### src/rtl/rr_arb_mux.sv
// rr_arb_mux: N:1 arbitrated mux (round-robin or fixed priority) with registered valid/ready output
module rr_arb_mux #(
  parameter int N = 4,
  parameter int WIDTH = 8,
  parameter int MODE = 0
) (
  input  logic                     clk,
  input  logic                     rst,
  input  logic [N-1:0]             in_valid,
  input  logic [N*WIDTH-1:0]       in_data,
  output logic [N-1:0]             in_ready,
  output logic                     out_valid,
  input  logic                     out_ready,
  output logic [WIDTH-1:0]         out_data,
  output logic [$clog2(N)-1:0]     out_sel
);
  localparam int SEL_W = $clog2(N);
  logic [SEL_W-1:0] ptr, g;
  logic any, load;
  // Scan from lowest priority to highest so the last hit is the winner
  always_comb begin
    g = '0;
    any = 1'b0;
    for (int k = N - 1; k >= 0; k--)
      if (in_valid[(MODE == 1) ? k : (int'(ptr) + k) % N]) begin
        g = SEL_W'((MODE == 1) ? k : (int'(ptr) + k) % N);
        any = 1'b1;
      end
  end
  assign load = any & (~out_valid | out_ready) & ~rst;
  assign in_ready = load ? (N'(1) << g) : '0;
  always_ff @(posedge clk) begin
    if (rst) begin
      out_valid <= 1'b0;
      out_data <= '0;
      out_sel <= '0;
      ptr <= '0;
    end else if (load) begin
      out_valid <= 1'b1;
      out_data <= in_data[g*WIDTH +: WIDTH];
      out_sel <= g;
      ptr <= (g == SEL_W'(N - 1)) ? '0 : g + 1'b1;
    end else if (out_ready) begin
      out_valid <= 1'b0;
    end
  end
endmodule
### config.mk
export PLATFORM = sky130hd
export DESIGN_NAME = rr_arb_mux
export DESIGN_NICKNAME = d
export VERILOG_FILES = /design/src/rtl/rr_arb_mux.sv
export SDC_FILE = /design/constraint.sdc
export NUM_CORES = 1
export LEC_CHECK = 0
export ABC_AREA = 1
export CORE_UTILIZATION = 35
export DETAILED_ROUTE_END_ITERATION = 8
export PLACE_DENSITY_LB_ADDON = 0.12
export SYNTH_ARGS = -nofsm -noshare
export SYNTH_HDL_FRONTEND = slang
export SYNTH_SLANG_ARGS = --single-unit
### constraint.sdc
create_clock -name clk -period 1.69 [get_ports clk]
set_input_delay 0.338 -clock clk [delete_from_list [all_inputs] [get_ports clk]]
set_output_delay 0.338 -clock clk [all_outputs]
set_load 0.1 [all_outputs]
==> flow_metrics.py <==
metrics = {
    "run_status": {
        "outcome": "finished with violations",
        "violations": "setup timing",
    },
    "timing": {
        "fin_setup_tns_ps": -5358,
        "max_freq_mhz": 446.5,
        "rsz0062_at_grt": "yes",
        "fin_ws_ps": -549.6,
        "setup_viol": 16,
        "worst_slew_pin_slew_ps": 327.2,
        "drv_slew": 0,
        "period_needed_ps": 2240,
        "slew-limit-headroom_pct": 77.95,
        "hold_viol_final": 0,
        "skew_ps": 8.654,
        "period_share_pct": 132.5,
    },
    "floorplanning": {
        "die-area_mm2": 0.003196,
        "boundaryPins": 54,
        "start_util_pct": 37.43,
        "dieWidth_um": 56.54,
        "fp-row-count": 19,
        "fp.coreArea_mm2": 0.002781,
        "fp.dieH_um": 56.54,
    },
    "global_route": {
        "grt_first_pass_wirelength_um": 6810,
        "grt_max_degree": 17,
        "grt_pass1_vias": 1496,
        "grt_usage_pct": 27.02,
        "antenna_found_initial": 0,
        "gr-total-overflow": 0,
    },
    "synthesis": {
        "synth_nets": 208,
        "ys_ff_latch": 13,
        "syn-instance-count": 169,
        "syn_area_mm2": 0.001041,
        "yosysWarnings": 0,
        "synth_cell_types": 21,
        "synth_top_area_cell": "nand3_1",
        "netlist_top_cells_area": "nand3_1 26%, dfxtp_1 25%, nand2_1 17%, inv_1 5.4%, nand2_2 5.4%",
        "syn_avg_cell_area_um2": 6.160,
        "seq_area_frac_synth_pct": 25.00,
        "yosysTopAreaCellShare_pct": 25.96,
    },
    "routing": {
        "routed-via-count": 1521,
        "wl_um": 4903,
        "ant_nets": 0,
        "vias_per_cell": 5.394,
        "dr.first_iter.drc_count": 102,
        "first_pass_iters": 4,
        "drc_errors": 0,
        "drt-wirelength-per-cell_um": 17.39,
    },
    "setup_path": {
        "cp_num_cells": 10,
        "crit_buf_inv": 3,
        "r2r_cells": 15,
        "cp_slowest_cell": "dfxtp_4",
        "required_ps": 1350,
        "crit_family": "simple AND/OR/NAND/NOR gates",
        "slowest_delay_ps": 380,
        "critPathMaxFanout": 4,
        "worstPathCellList": "buf_6, o21ai_4, nand2_1, nand2_1, nand3_1, nand3_1, nand2_2, buf_6, nor2_4, buf_12",
        "endpoint_kind": "output pin",
        "critPathKind": "register to output pin",
        "startpoint_type": "register",
        "worstPathArrival_ps": 1900,
    },
    "clock_network": {
        "path_clk_slew_ps": 80,
        "cts_tree": "yes",
        "htree_levels": 1,
        "cts_buffer_depth": 2,
        "clock_latency_ps": 280,
        "root_buffer": "clkbuf_4",
        "cts_buffers": 3,
        "cts_num_sinks": 13,
    },
    "placed_design": {
        "place_hpwl_um": 2934,
        "placed_cells": 264,
        "post-place-ws_ps": -606.8,
        "finalWeightedCongestion": 0.9074,
        "place_area_mm2": 0.001909,
        "numPortBuffers": 53,
    },
    "layout": {
        "layout_common_cells": "34 x clkdlybuf4s50_1, 29 x nand3_1, 25 x nand2_1",
        "area.growth.synth_to_final_pct": 128.2,
        "final_cell_count_no_fill": 282,
        "layout_commonest_cell": "clkdlybuf4s50_1",
        "finish.instance_area_mm2": 0.002376,
        "nets": 291,
        "antenna_cells": 0,
        "drive_above_1_share_pct": 52.99,
        "fillers": 148,
    },
    "worst_hold_path": {
        "whs_path_depth": 2,
        "hp-class": "register to register",
    },
    "job": {
        "cap_violations": 0,
    },
}
-- final cells by class --
type                    count  area (um2)  share of cell area [%]
inverters                  19       85.08                   3.581
multi-input cells         130       973.4                   40.97
flip-flops and latches     13       269.0                   11.32
clock buffers               4       26.28                   1.106
repair buffers             85       983.4                   41.39
well taps                  31       38.79                   1.632
-- registers in the layout (all words and copies together), names as in the netlist --
name and flops:
out_sel 2, ptr 2, out_valid 1, out_data 8
-- stage by stage --
| stage | hold slack [ps] | utilization (%) |
|---|---|---|
| after floorplan | 404.9 | - |
| after detailed placement | 502.5 | 68.65 |
| final | 517.1 | 85.43 |
| after global routing | 537.6 | 85.43 |
| after CTS | 517.9 | 77.55 |
| after global placement | 495.2 | 68.65 |
-- layer usage --
| layer | track usage, % | wire, um | share of wire (%) |
|---|---|---|---|
| met3 | 1.152 | 258 | 5.3 |
| met4 | 9.756 | 197 | 4.0 |
| met1 | 34.18 | 1944 | 40 |
| met5 | 0 | 0 | 0 |
| met2 | 48.24 | 2503 | 51 |
-- cells in the mapped netlist (all sizes together) --
cell and n:
nand2 59, nand3 57, inv 19, dfxtp 13
nor2 8, buf 6, o21ai 4, and3 1
clkbuf 1, o31ai 1
-- timing repair --
item                       CTS  global route
resized for setup           42            45
cloned                       1             0
setup endpoints to repair   15            15
pin swaps                   23             7
hold buffers                 0             0
setup buffers               10             5
-- path summary, 6_finish.rpt --
| path | from | to | slack, ps |
|---|---|---|---|
| max | ptr[0]$_SDFFE_PP0P_ | in_ready[2] | -550 |
| min | out_data[2]$_SDFFE_PP0P_ | out_data[2]$_SDFFE_PP0P_ | 520 |
| max reg2reg | ptr[0]$_SDFFE_PP0P_ | out_data[4]$_SDFFE_PP0P_ | -360 |
| min reg2reg | out_data[2]$_SDFFE_PP0P_ | out_data[2]$_SDFFE_PP0P_ | 520 |
-- cells by family after synthesis --
kind of cell           Yosys count  synth area share [%]
DFF                             13                 25.00
AOI/OAI and AO/OA                5                 3.366
and+or+nand+nor                125                 59.86
buffers and inverters           26                 11.78
-- worst reg2reg max path: cells and delay by family, from the launching register on --
kind / cells / cell delay (ps)
buffers and inverters: 5 / 640
AO/OA/AOI/OAI: 1 / 170
flip-flops: 1 / 380
AND/OR/NAND/NOR: 9 / 750
Power is not shown: default switching activity piles up to over one toggle a cycle in this logic, so the estimate is an artifact.
